**config.mk**
```make
export PLATFORM = sky130hd
export DESIGN_NAME = serial_parity_receiver
export DESIGN_NICKNAME = d
export VERILOG_FILES = /design/src/rtl/serial_parity_receiver.sv
export SDC_FILE = /design/constraint.sdc
export NUM_CORES = 1
export LEC_CHECK = 0
export ABC_AREA = 1
export CORE_UTILIZATION = 40
export CTS_CLUSTER_DIAMETER = 60
export CTS_CLUSTER_SIZE = 40
export DETAILED_ROUTE_END_ITERATION = 6
export SYNTH_ARGS = -nofsm -noshare
export SYNTH_HDL_FRONTEND = slang
export SYNTH_SLANG_ARGS = --single-unit
```
**constraint.sdc**
```tcl
create_clock -name clk -period 3.95 [get_ports clk]
set_input_delay 0.395 -clock clk [delete_from_list [all_inputs] [get_ports clk]]
set_output_delay 0.395 -clock clk [all_outputs]
set_load 0.02 [all_outputs]
```
**src/rtl/serial_parity_receiver.sv**
```systemverilog
// Serial frame receiver: start bit, DATA_W payload bits LSB first, then one parity bit.
// Define PARITY_ODD_EN to check odd parity instead of even parity.
`timescale 1ns / 1ps
module serial_parity_receiver #(
  parameter int unsigned DATA_W = 8
) (
  input  logic              clk,
  input  logic              rst,
  input  logic              sin,
  input  logic              sin_valid,
  output logic [DATA_W-1:0] out_data,
  output logic              out_perr,
  output logic              out_valid,
  input  logic              out_ready,
  output logic              overrun
);

  localparam int unsigned CntW = (DATA_W > 1) ? $clog2(DATA_W) : 1;
  localparam logic [CntW-1:0] LastIdx = CntW'(DATA_W - 1);

`ifdef PARITY_ODD_EN
  localparam logic OddParity = 1'b1;
`else
  localparam logic OddParity = 1'b0;
`endif

  localparam logic [1:0] StIdle   = 2'd0;
  localparam logic [1:0] StData   = 2'd1;
  localparam logic [1:0] StParity = 2'd2;
  localparam logic [1:0] StHold   = 2'd3;

  logic [1:0]        state_q, state_d;
  logic [CntW-1:0]   cnt_q, cnt_d;
  logic [DATA_W-1:0] asm_q, asm_d;
  logic [DATA_W-1:0] out_data_q, out_data_d;
  logic              out_perr_q, out_perr_d;
  logic              out_valid_q, out_valid_d;
  logic              overrun_q, overrun_d;

  always_comb begin
    state_d     = state_q;
    cnt_d       = cnt_q;
    asm_d       = asm_q;
    out_data_d  = out_data_q;
    out_perr_d  = out_perr_q;
    out_valid_d = out_valid_q;
    overrun_d   = overrun_q;
    unique case (state_q)
      StIdle: begin
        // A 0 on the line while idle is filler and is dropped.
        if (sin_valid && sin) begin
          state_d = StData;
          cnt_d   = '0;
          asm_d   = '0;
        end
      end
      StData: begin
        if (sin_valid) begin
          asm_d[cnt_q] = sin;
          if (cnt_q == LastIdx) begin
            state_d = StParity;
          end else begin
            cnt_d = cnt_q + CntW'(1);
          end
        end
      end
      StParity: begin
        if (sin_valid) begin
          state_d     = StHold;
          out_data_d  = asm_q;
          out_perr_d  = (^asm_q) ^ sin ^ OddParity;
          out_valid_d = 1'b1;
        end
      end
      StHold: begin
        // Bits arriving while a frame is held are lost, even on the transfer cycle.
        if (sin_valid) begin
          overrun_d = 1'b1;
        end
        if (out_ready) begin
          state_d     = StIdle;
          out_valid_d = 1'b0;
        end
      end
      default: state_d = StIdle;
    endcase
  end

  always_ff @(posedge clk) begin
    if (rst) begin
      state_q     <= StIdle;
      cnt_q       <= '0;
      asm_q       <= '0;
      out_data_q  <= '0;
      out_perr_q  <= 1'b0;
      out_valid_q <= 1'b0;
      overrun_q   <= 1'b0;
    end else begin
      state_q     <= state_d;
      cnt_q       <= cnt_d;
      asm_q       <= asm_d;
      out_data_q  <= out_data_d;
      out_perr_q  <= out_perr_d;
      out_valid_q <= out_valid_d;
      overrun_q   <= overrun_d;
    end
  end

  assign out_data  = out_data_q;
  assign out_perr  = out_perr_q;
  assign out_valid = out_valid_q;
  assign overrun   = overrun_q;

endmodule
```
After elaboration in Yosys (flattened, before gate mapping):

Cells that the tools add are included.

* add/sub/neg operators: 1
* $lt $le $gt $ge: 2
* equality and inequality tests: 10
* mux-type cells: 19
* bitwise logic cells: 1
* reductions and logical operators: 12

Operator list (number)
* two-way mux 8 bit: 2
* case mux 8 bit (2 select lines): 1
* != test 2 bit, second input constant: 6
* two-way mux 2 bit: 5
* two-way mux 3 bit: 3
* bitwise mux 8 bit: 1
* case mux 2 bit (4 select lines): 1
* parity 8 bit: 1
* case mux 3 bit (2 select lines): 1
* AND reduction 3 bit: 2
* AND reduction 5 bit: 1
* == test 2 bit, second input constant: 2
* < comparator 3 x 4 -> 1 bit, second input constant: 1
* AND reduction 2 bit: 2
* AND reduction 4 bit: 1
* nonzero test 2 bit: 2
* adder 3 x 1 -> 3 bit, second input constant: 1
* demux 1 bit (select 3 bit): 1
* == test 3 bit, second input constant: 1
* greater-or-equal comparator 3 x 1 -> 1 bit, second input constant: 1
* two-way mux 1 bit: 3
* == test 2 x 1 -> 1 bit, second input constant: 1
* logical AND 1 bit: 2
* zero test 2 bit: 1
* other kinds (2): 2

* bits in registers: 24
* input port bits: 5
* output and inout bits: 11

Depth between registers and ports, before layout:

* depth in word-level cells: 7
* mapped depth: 9

Worst setup path before layout:

Ideal clock, no wire load.

* kind: register -> register
* start: register cnt_q[0]
* end: register cnt_q[0]
* setup time: 0.074 ns
* arrival time: 1.253 ns
* slack: 2.622 ns
* cell stages (with the launch flop): 8
* clock period less this slack: 1.328 ns
* cell sequence: dfxtp_1 -> ha_1 -> ha_1 -> nor2_2 -> inv_1 -> nor2_1 -> o21ai_0 -> a31oi_1

* word-level cells in the longest chain between the ends: 4
* elaborated cells on any way between the ends: 7
* classes of those cells: add/sub: 1; eq/ne: 2; mux: 3; reduce/logical: 1

RTL lines
* start, declared: RTL line 33 `logic [CntW-1:0] cnt_q, cnt_d;`
* start signal, assigned: RTL line 100 `cnt_q <= cnt_d;`
* adder 3 x 1 -> 3 bit: RTL line 63 `cnt_d = cnt_q + CntW'(1);`
* two-way mux 3 bit: RTL line 60 `if (cnt_q == LastIdx) begin`
* two-way mux 3 bit: RTL line 58 `if (sin_valid) begin`
* case mux 3 bit (2 select lines): RTL line 48 `unique case (state_q)`

Several ways; a longest one is shown, not always the timed one. The select of a mux whose other input is x is not followed.
A chain may end at the register's enable or synchronous reset.

Worst setup path in the final report:

* start: register out_data_q[4], in the netlist out_data[4]
* end: output port out_data[4]

RTL lines
* start, declared: RTL line 35 `logic [DATA_W-1:0] out_data_q, out_data_d;`
* start signal, assigned: RTL line 102 `out_data_q <= out_data_d;`
* end, declared: RTL line 11 `output logic [DATA_W-1:0] out_data,`

No word-level cell between the ends.

==> metrics <==
fin crit share 42.8%; Power Density 495 nW/µm²; CP delay by family, top buffers and inverters; Reg clk slew, reported paths 0.15 ns; Post-DRT Antenna Nets 0; most frequent cells in the layout nand2_1 (49), dfxtp_1 (24), o21ai_0 (20); Final GP Congestion 0.777; Slowest cell on crit path clkdlybuf4s50_1; Synth-to-Final Area Change 18.3%; skew final 0.0123 ns; Die W 57.6 µm; vias in the first global route 1017; PortBufs 15; clock sinks 24; RSZ-0062 raised after global routing false; fin crit period 1.69 ns; clock latency on the worst-skew pair 0.33 ns; RR Startpoint cnt_q[0]$_SDFFE_PP0P_; WP data arrival 1.30 ns; largest net degree at the start of global routing 15; total wire length 2.48 mm; post-DP HPWL 1.81 mm; Via density 5.08; first-pass GRT wire length 4.37 mm; Antenna Cells 0; M1 GR Usage 22.1%; die height 57.6 µm; initial antenna violation count 0; critical path class reg2out; grt peak-use layer met2; Max-Cap Viols 0; post_cts resized 0; Initial Util 43.3%; most common cell after layout, fill and taps aside nand2_1; standard-cell rows 19; Post-CTS Setup Repair Bufs 0; grt met2 use 28.6%; hold depth 2; DR iter-0 viols 45; Setup crit start kind register; sequential-to-total area share from yosys stat 38.9%; peak supply drop 0.506 mV; CP Capture Type output port; Total GRT Usage 17.1%; DR pass1 iterations 6; relative max-transition margin 68.0%; final cell area excluding filler cells 1460 µm²; Max FO, Critical Path 2; Max H-tree Level 1; Cell Area, Synth 1240 µm²; Final Hold Viols 0; worst hold start overrun$_SDFFE_PP0P_; syn nets 187; Core ar. 2850 µm²; Layout Nets 204; final-report setup violation count 0; Post-Syn Instances 176; Worst-Margin Slew 0.478 ns; failing checks design-rule violations; WP data required 3.56 ns; buffer and inverter count on the worst path 1; Syn Area/Cell 7.02 µm²; Hold Path Class reg2reg; IO Pins 16; Netlist cell types 22; FF-to-FF End cnt_q[0]$_SDFFE_PP0P_; TritonCTS buffer count 3; cell depth of the worst flop-to-flop path 7; hold worst-path end overrun$_SDFFE_PP0P_; Root Driver clkbuf_4; Post-route DRC 2; GRT Residual Overflow 0; hold_buf cts 0; # fillers 288; Final TNS setup 0 ns; dpl cell area 1410 µm²; DR vias 1132; slowest cell delay on critical path 0.60 ns; critical path, cell by cell clkdlybuf4s50_1; met3 GRT Util 4.76%; fin. max-slew vios 0; outcome finished with violations; DIE AREA 3320 µm²; Seq cells post-synth 24; warnings from Yosys 0; Leak Pwr 0.591 nW; layout cells sized above 1 8.33%; post-DR wirelength/cell 11.1 µm; fmax 0.591 GHz; maximum root-to-sink buffer count 2; CTS tree built; flop2flop setup slack 2.41 ns
==> layer usage <==
layer / up-vias / wire length, µm
met2: 20 / 1190
met4: 0 / 22
met1: 504 / 1170
met5: - / 0
met3: 4 / 93
li1: 604 / -
==> area by class of cell <==
type	instances	area (µm²)	area share [%]
inverter	17	63.8	4.36
timing repair buffer	15	150	10.3
multi-input combinational	132	677	46.3
tap	31	38.8	2.65
clock inverter	1	30.0	2.05
clock buffer	3	22.5	1.54
sequential	24	480	32.8
==> cell usage after synthesis, drive strengths merged <==
library cell   n  share of area (%)
o21ai         20                8.1
a31oi          1               0.51
a21oi         18                7.3
xor2           2                1.4
ha             6                6.1
inv           17                5.2
o211ai         1                1.0
nor2          16                5.9
xnor2          2                1.4
buf            2               0.91
clkbuf         1               0.30
nand2         52                 16
nand3          3                1.2
or2            1               0.51
nor3          10                5.0
dfxtp         24                 39
==> report_power, final <==
part	internal [mW]	switching, mW	total (mW)
Combinational	0.0976	0.147	0.245
Clock	0.103	0.0807	0.183
Sequential	0.274	0.0215	0.296
==> worst max-delay path by stage <==
stage,startpoint,to,slack [ns],cells after the start
floorplan,cnt_q[0]$_SDFFE_PP0P_,cnt_q[0]$_SDFFE_PP0P_,2.62,7
detailed placement,rst,out_perr$_SDFFE_PP0P_,2.12,4
global route,out_data[0]$_SDFFE_PP0P_,out_data[0],2.19,1
CTS,out_data[2]$_SDFFE_PP0P_,out_data[2],2.26,1
global placement,rst,state_q[1]$_SDFFE_PP0P_,2.16,4
finish,out_data[4]$_SDFFE_PP0P_,out_data[4],2.26,1
==> stage by stage <==
step	utilization (%)	power, mW	worst slack, ns	std cells	hold WS (ns)
3_3_place_gp	49.4	0.542	2.16	219	0.460
2_1_floorplan	-	0.471	2.62	176	0.460
4_1_cts	51.3	0.730	2.26	223	0.505
3_5_place_dp	49.4	0.547	2.12	219	0.462
5_1_grt	51.3	0.776	2.19	223	0.522
6_report	51.3	0.724	2.26	223	0.496
==> flip-flops by register name, summed over array words and instances, names as in the netlist <==
register and flops:
out_perr 1, out_valid 1, asm_q 8, state_q 2, overrun 1, cnt_q 3
out_data 8
==> cell families after synthesis <==
logic type | Yosys count | synth area share [%]
flip-flops | 24 | 38.9
AO/OA/AOI/OAI | 40 | 16.9
buffers and inverters | 20 | 6.38
adder cells (fa/ha/maj) | 6 | 6.07
XOR/XNOR | 4 | 2.83
AND/OR/NAND/NOR | 82 | 28.9
No activity file was read; power rests on OpenSTA's default activity.
